--- config.mk ---
export PLATFORM = sky130hd
export DESIGN_NAME = dmem_ctrl
export DESIGN_NICKNAME = d
export VERILOG_FILES = /design/src/rtl/dmem_ctrl_pkg.sv /design/src/rtl/dmem_lane_fmt.sv /design/src/rtl/dmem_ctrl.sv
export SDC_FILE = /design/constraint.sdc
export NUM_CORES = 1
export LEC_CHECK = 0
export ABC_CLOCK_PERIOD_IN_PS = 2450
export CAP_MARGIN = 20
export CELL_PAD_IN_SITES_DETAIL_PLACEMENT = 1
export CELL_PAD_IN_SITES_GLOBAL_PLACEMENT = 1
export CORE_MARGIN = 5
export CORE_UTILIZATION = 31
export CTS_BUF_LIST = sky130_fd_sc_hd__clkbuf_4 sky130_fd_sc_hd__clkbuf_8
export CTS_CLUSTER_SIZE = 10
export DETAILED_ROUTE_END_ITERATION = 8
export GPL_TIMING_DRIVEN = 0
export PLACE_DENSITY = 0.83
export SKIP_CTS_REPAIR_TIMING = 1
export SYNTH_ARGS = -nofsm -noshare
export SYNTH_HDL_FRONTEND = slang
export SYNTH_SLANG_ARGS = --single-unit
--- constraint.sdc ---
create_clock -name CLK -period 2.45 [get_ports CLK]
set_clock_uncertainty 0.15 [all_clocks]
set_input_delay 0.6125 -clock CLK [delete_from_list [all_inputs] [get_ports CLK]]
set_output_delay 0.6125 -clock CLK [all_outputs]
set_load 0.005 [all_outputs]
--- src/rtl/dmem_ctrl_pkg.sv ---
// dmem_ctrl_pkg: shared encodings and helpers for the data-memory controller
package dmem_ctrl_pkg;
  typedef enum logic [1:0] {IDLE = 2'd0, ACCESS = 2'd1, RESP = 2'd2} state_e;
  localparam logic [1:0] SIZE_B = 2'b00;
  localparam logic [1:0] SIZE_H = 2'b01;
  localparam logic [1:0] SIZE_W = 2'b10;
  localparam logic [31:0] ZERO_WORD = 32'h0;
  function automatic logic misaligned(input logic [1:0] size, input logic [1:0] lo);
    return (size == 2'b11) | ((size == SIZE_H) & lo[0]) | ((size == SIZE_W) & (lo != 2'b00));
  endfunction
endpackage

--- src/rtl/dmem_lane_fmt.sv ---
// dmem_lane_fmt: store lane alignment/mask, load extraction/extension, misalignment flag
module dmem_lane_fmt
  import dmem_ctrl_pkg::*;
(
  input  logic [1:0]  size,
  input  logic [1:0]  lo,
  input  logic        uns,
  input  logic [31:0] wdata,
  input  logic [31:0] rdata,
  output logic [31:0] wdata_al,
  output logic [3:0]  mask,
  output logic [31:0] rdata_ext,
  output logic        err
);
  logic [7:0]  b;
  logic [15:0] h;
  always_comb begin
    err = misaligned(size, lo);
    b = 8'(rdata >> {lo, 3'b000});
    h = lo[1] ? rdata[31:16] : rdata[15:0];
    wdata_al = (size == SIZE_B) ? {4{wdata[7:0]}} : (size == SIZE_H) ? {2{wdata[15:0]}} : wdata;
    mask = (size == SIZE_B) ? (4'b0001 << lo) : (size == SIZE_H) ? (lo[1] ? 4'b1100 : 4'b0011) : 4'b1111;
    rdata_ext = (size == SIZE_B) ? {{24{~uns & b[7]}}, b} :
                (size == SIZE_H) ? {{16{~uns & h[15]}}, h} : rdata;
  end
endmodule

--- src/rtl/dmem_ctrl.sv ---
// dmem_ctrl: arbitrates CPU and loader onto the single-port data RAM, one access per two cycles
module dmem_ctrl
  import dmem_ctrl_pkg::*;
#(
  parameter int ADDR_W = 32,
  parameter int DATA_W = 32,
  parameter bit RR_EN  = 1'b1
) (
  input  logic              CLK,
  input  logic              rst,
  input  logic              c_req,
  input  logic              c_we,
  input  logic [ADDR_W-1:0] c_addr,
  input  logic [1:0]        c_size,
  input  logic              c_unsigned,
  input  logic [DATA_W-1:0] c_wdata,
  output logic              c_gnt,
  output logic              c_rvalid,
  output logic [DATA_W-1:0] c_rdata,
  output logic              c_err,
  input  logic              l_req,
  input  logic              l_we,
  input  logic [ADDR_W-1:0] l_addr,
  input  logic [DATA_W-1:0] l_wdata,
  output logic              l_gnt,
  output logic              l_rvalid,
  output logic [DATA_W-1:0] l_rdata,
  output logic              ram_read_op,
  output logic              ram_write_op,
  output logic [ADDR_W-1:0] ram_addr,
  output logic [3:0]        ram_mask,
  output logic [DATA_W-1:0] ram_wdata,
  input  logic [DATA_W-1:0] ram_rdata
);
  state_e state_q, state_d;
  logic pref_l_q, pref_l_d, sel_l_q, sel_l_d, we_q, we_d, uns_q, uns_d;
  logic [ADDR_W-1:0] addr_q, addr_d;
  logic [1:0] size_q, size_d;
  logic [DATA_W-1:0] wdata_q, wdata_d;
  logic c_rvalid_q, c_rvalid_d, c_err_q, c_err_d, l_rvalid_q, l_rvalid_d;
  logic [DATA_W-1:0] c_rdata_q, c_rdata_d, l_rdata_q, l_rdata_d;
  logic accept, c_win, access, err;
  logic [DATA_W-1:0] wdata_al, rdata_ext;
  logic [3:0] mask;

  dmem_lane_fmt u_fmt (
    .size(size_q), .lo(addr_q[1:0]), .uns(uns_q), .wdata(wdata_q), .rdata(ram_rdata),
    .wdata_al(wdata_al), .mask(mask), .rdata_ext(rdata_ext), .err(err)
  );

  always_ff @(posedge CLK) begin
    if (rst) begin
      state_q    <= IDLE;
      pref_l_q   <= 1'b0;
      sel_l_q    <= 1'b0;
      we_q       <= 1'b0;
      uns_q      <= 1'b0;
      addr_q     <= '0;
      size_q     <= '0;
      wdata_q    <= '0;
      c_rvalid_q <= 1'b0;
      c_err_q    <= 1'b0;
      c_rdata_q  <= '0;
      l_rvalid_q <= 1'b0;
      l_rdata_q  <= '0;
    end else begin
      state_q    <= state_d;
      pref_l_q   <= pref_l_d;
      sel_l_q    <= sel_l_d;
      we_q       <= we_d;
      uns_q      <= uns_d;
      addr_q     <= addr_d;
      size_q     <= size_d;
      wdata_q    <= wdata_d;
      c_rvalid_q <= c_rvalid_d;
      c_err_q    <= c_err_d;
      c_rdata_q  <= c_rdata_d;
      l_rvalid_q <= l_rvalid_d;
      l_rdata_q  <= l_rdata_d;
    end
  end

  always_comb begin
    state_d = rst ? IDLE : (state_q == ACCESS) ? RESP : accept ? ACCESS : IDLE;
  end

  // Loader requests are normalised to aligned word accesses when latched
  always_comb begin
    access = state_q == ACCESS;
    accept = !rst & (state_q != ACCESS) & (c_req | l_req);
    c_win = c_req & (!l_req | !RR_EN | !pref_l_q);
    pref_l_d = accept ? c_win : pref_l_q;
    sel_l_d = accept ? !c_win : sel_l_q;
    we_d = accept ? (c_win ? c_we : l_we) : we_q;
    uns_d = accept ? (c_win & c_unsigned) : uns_q;
    addr_d = accept ? (c_win ? c_addr : {l_addr[ADDR_W-1:2], 2'b00}) : addr_q;
    size_d = accept ? (c_win ? c_size : SIZE_W) : size_q;
    wdata_d = accept ? (c_win ? c_wdata : l_wdata) : wdata_q;
    c_rvalid_d = access & !sel_l_q;
    l_rvalid_d = access & sel_l_q;
    c_rdata_d = c_rvalid_d ? ((err | we_q) ? ZERO_WORD : rdata_ext) : c_rdata_q;
    c_err_d = c_rvalid_d ? err : c_err_q;
    l_rdata_d = l_rvalid_d ? (we_q ? ZERO_WORD : ram_rdata) : l_rdata_q;
  end

  always_comb begin
    c_gnt = accept & c_win;
    l_gnt = accept & !c_win;
    c_rvalid = c_rvalid_q;
    c_rdata = c_rdata_q;
    c_err = c_err_q;
    l_rvalid = l_rvalid_q;
    l_rdata = l_rdata_q;
    ram_read_op = access & !we_q & !err;
    ram_write_op = access & we_q & !err & !rst;
    ram_addr = access ? {addr_q[ADDR_W-1:2], 2'b00} : '0;
    ram_mask = (access & !err) ? mask : 4'b0000;
    ram_wdata = access ? wdata_al : '0;
  end
endmodule
* After elaboration in Yosys (flattened, before gate mapping) *
Cells that the tools add are included.

storage, ports and cells
  logic and storage cells = 74
  register bits after elaboration = 139
  output and inout port bits = 139

operators by class
  bitwise logic cells = 24
  shift-type cells = 2
  eq/ne operators = 5
  mux-type cells = 19
  reductions and logical operators = 10

operators with widths
  operator                                                                count
  32-bit 2-to-1 mux                                                       10
  32-bit by 5-bit >> shifter with 8-bit output                            1
  1-bit bitwise AND                                                       18
  16-bit 2-to-1 mux                                                       1
  4-bit 2-to-1 mux                                                        4
  1-bit zero test                                                         7
  1-bit bitwise OR                                                        5
  2-bit by 1-bit equality test with 1-bit output (second input constant)  2
  2-bit equality test (second input constant)                             2
  2-bit 2-to-1 mux                                                        2
  1-bit by 2-bit left shift with 4-bit output (first input constant)      1
  2-bit zero test                                                         1
  1-bit 2-to-1 mux                                                        2
  2-bit by 1-bit != test with 1-bit output (second input constant)        1
  2-bit nonzero test                                                      1
  2-bit OR reduction                                                      1
  1-bit NOT                                                               1

* Depth between registers and ports, before layout *
  word-level depth = 7
  gate-level depth with buffers = 8

* Cells and area by module *
A second synthesis with hierarchy kept.

second synthesis, totals
  cells, all modules = 896
  area total of the unflattened synthesis = 7912.6 um2

by module, submodules not included
  module         area each (um2)  instances  cells an instance  seq. area each (um2)
  dmem_ctrl      6501.2           1          690                2782.7
  dmem_lane_fmt  1411.4           1          206                0.0

* Worst setup path before layout *
Ideal clock, no wire load.

  path type = input-to-output
  from = input rst
  to = output c_gnt
  stages on the path = 7
  buffers on the path = 3
  arrival = 1.682 ns
  setup slack = 0.006 ns
  path through = clkbuf_1 or3_1 buf_2 inv_2 buf_2 nand2_1 inv_1

between the ends
  word-level cells in the longest chain between the ends = 4

RTL lines
  element                         line              text
  from (decl)                     dmem_ctrl.sv:10   input logic rst,
  1-bit zero test                 dmem_ctrl.sv:90   accept = !rst & (state_q != ACCESS) & (c_req | l_req);
  1-bit bitwise AND (2 in a row)  dmem_ctrl.sv:90
  1-bit bitwise AND               dmem_ctrl.sv:107  c_gnt = accept & c_win;
  to (decl)                       dmem_ctrl.sv:17   output logic c_gnt,

Every way passes these cells.

* Final worst setup path *
  from = register state_q[0]
  to = output c_gnt

between the ends
  word-level cells in the longest chain between the ends = 4

RTL lines
  element                                   line              text
  from (decl)                               dmem_ctrl.sv:35   state_e state_q, state_d;
  from (signal assigned)                    dmem_ctrl.sv:67   state_q <= state_d;
  2-bit by 1-bit != test with 1-bit output  dmem_ctrl.sv:90
  1-bit bitwise AND (2 in a row)            dmem_ctrl.sv:90
  1-bit bitwise AND                         dmem_ctrl.sv:107

Every way passes these cells.

==> out/metrics.yaml <==
status: "complete, but fails checks"
violations: "setup timing"
design.die.area_um2: 25000
mostFrequentLayoutCells: "clkdlybuf4s50_1, dfxtp_1, nor2_1"
drcViolationCount: 0
areaGrowthSynthToFinish_pct: 67.2
gp_congestion: 0.853
p_leak_uw: 0.00485
crit_chain: "nor2b_4 -> buf_4 -> or3_4 -> buf_6 -> clkinv_8 -> buf_12 -> nand2_4 -> inv_4 -> buf_6"
p_sw_frac: 0.302
worstSetupPathType: "flip-flop to output pin"
avgSynthCellArea_um2: 8.73
clockBufferDepth: 2
worstSkewPairLatency_ns: 0.46
cts_tree: "built"
fin_crit_ns: 2.68
dr.pass1.iters: 4
final-setup-viol-count: 27
synth-seq-cells: 139
synth_cells: 779
netlist_area_um2: 6800
synth_enable_flop_cells: 0
clkSlewWorstSetupHoldPaths_ns: 0.08
finalWirelength_um: 31100
critical-path-slowest-cell: "or3_4"
ff2ff_setup_slack_ns: 0.06
hold_viol_final: 0
reg2reg_to: "c_rdata[26]"
worstPathMaxFanout: 9
timing.rr.start: "state_q[1]"
fin_nets: 1306
ys_seq_area_frac: 0.409
cts_num_sinks: 139
internal_power_uw: 4280
wire_per_inst_um: 21.7
rsz0062_at_grt: "true"
dp_slack_ns: -1.32
slowest_delay_ns: 0.36
p_comb_frac: 0.273
fmax_ghz: 0.373
worstHoldEndpoint: "l_rdata[10]"
final.setup.worst_slack_ns: -0.231
r2r_cells: 5
gr-usage-all-layers: 0.223
power.density_nw_per_um2: 539
num_vias: 7402
fp-row-count: 54
hold_depth: 2
crit_buf_inv: 6
layout-drive-gt1-share: 0.192
grt_pass1_wl_um: 42400
drv_cap: 0
power_uw: 6140
synth_ff_type: "dfxtp_1"
sequentialPowerShare: 0.414
initial_core_util: 0.314
synthArstFlopShare: 0
cpLargestDelayFamily: "buffers and inverters"
pwr-share-clk: 0.312
layout_commonest_cell: "clkdlybuf4s50_1"
hold_path_class: "flip-flop to flip-flop"
htreeDepth: 4
vdd_drop_max_uv: 288
root_buffer: "clkbuf_8"
worstMarginPinSlew_ns: 0.778
worstHoldStart: "l_rdata[10]"
synth_cell_types: 46
postRouteAntennaNets: 0
yosysWarnings: 0
worstPathArrival_ns: 1.92
dpl.hpwl_um: 23100
vias_per_cell: 5.17
antenna_found_initial: 2
crit_required_ns: 1.69
slew_headroom: 0.481
io_buffers: 302
slew_viol_final: 0
core-area_um2: 21700
fp.dieH_um: 158
numCtsBuffers: 17
critPathMostFrequentCell: "buf_6"
grt_max_degree: 17
p_switching_uw: 1850
fin_crit_sh: 1.09
pin_count: 308
grt_overflow: 0
grt_pass1_vias: 7442
drt_iter0_markers: 260
critPathCaptureType: "output pin"
startpoint_type: "flip-flop"
die_w_um: 158
-- sequential cells by signal (all words and copies together) (netlist names), 2 cells and up --
name,count
l_rdata,32
addr_q,32
wdata_q,32
state_q,2
size_q,2
c_rdata,32
-- Yosys cell counts (3+ instances only) --
| master | n | share of area |
|---|---|---|
| a2bb2oi_1 | 7 | 0.0090 |
| nor3_1 | 3 | 0.0022 |
| a21oi_1 | 65 | 0.048 |
| nand3b_1 | 32 | 0.035 |
| dfxtp_1 | 139 | 0.41 |
| a31oi_1 | 3 | 0.0028 |
| and2_1 | 39 | 0.036 |
| clkbuf_1 | 46 | 0.025 |
| a211oi_1 | 64 | 0.071 |
| mux2i_1 | 79 | 0.12 |
| nand2b_1 | 21 | 0.019 |
| or3_1 | 3 | 0.0028 |
| mux4_2 | 7 | 0.023 |
| a22o_1 | 13 | 0.017 |
| buf_1 | 5 | 0.0028 |
| nor2_1 | 96 | 0.053 |
| buf_2 | 22 | 0.016 |
| inv_1 | 6 | 0.0033 |
| nand2_1 | 65 | 0.036 |
| nand3_1 | 12 | 0.0088 |
| o22ai_1 | 8 | 0.0074 |
| a22o_2 | 10 | 0.015 |
-- how the worst max path moves through the flow --
stage,slack (ns),cells after the start,from,to
global route,-0.32,9,state_q[0],c_gnt
CTS,-1.33,5,state_q[0],ram_wdata[1]
floorplan,0.006,7,rst,c_gnt
finish,-0.23,9,state_q[0],c_gnt
global placement,-1.26,7,c_req,c_gnt
detailed placement,-1.32,7,c_req,c_gnt
-- cell type report --
cell class,count,area [µm²]
fill,2466,10300
clock buffer,21,270
tap,280,350
clock inverter,11,120
inverter,7,41.3
buffer,74,547
timing repair buffer,339,3320
sequential,139,2800
multi-input combinational,559,3920
antenna,2,5.00
-- per-stage QoR --
step,utilization,hold WS [ns],area [µm²],std cells,setup TNS (ns)
6_report,0.524,0.303,11400,1432,-2.46
5_1_grt,0.524,0.318,11400,1432,-5.48
4_1_cts,0.487,0.307,10600,1394,-70.29
3_5_place_dp,0.469,0.296,10200,1362,-62.05
3_3_place_gp,0.469,0.289,10200,1362,-55.95
2_1_floorplan,-,0.278,6810,780,0
-- power groups by stage --
stage | Combinational [µW] | Clock [µW] | Sequential (µW)
after global placement | 1400 | 0 | 2580
after detailed placement | 1430 | 0 | 2580
after floorplan | 673 | 0 | 2550
final | 1680 | 1920 | 2540
after CTS | 1430 | 1940 | 2530
after global routing | 1780 | 2070 | 2560
-- tightest hold or removal path: stages (launching register included) --
cell and delay [ns]:
dfxtp_1 0.31, nand2_1 0.05, a21oi_1 0.05
-- metal layers --
metal	GRT usage	wire, µm
met5	0	0
met3	0.0689	2600
met1	0.267	12600
met2	0.383	15200
met4	0.0674	768
-- cell families after synthesis --
family                 Yosys count  share of synthesized area
multiplexers                    88                      0.143
other                            1                   0.000551
buffers and inverters           83                     0.0520
flip-flops                     139                      0.409
AND/OR/NAND/NOR                282                      0.205
AO/OA/AOI/OAI                  185                      0.190
XOR/XNOR                         1                    0.00129
Note: power is estimated with default switching activity, not from simulation.
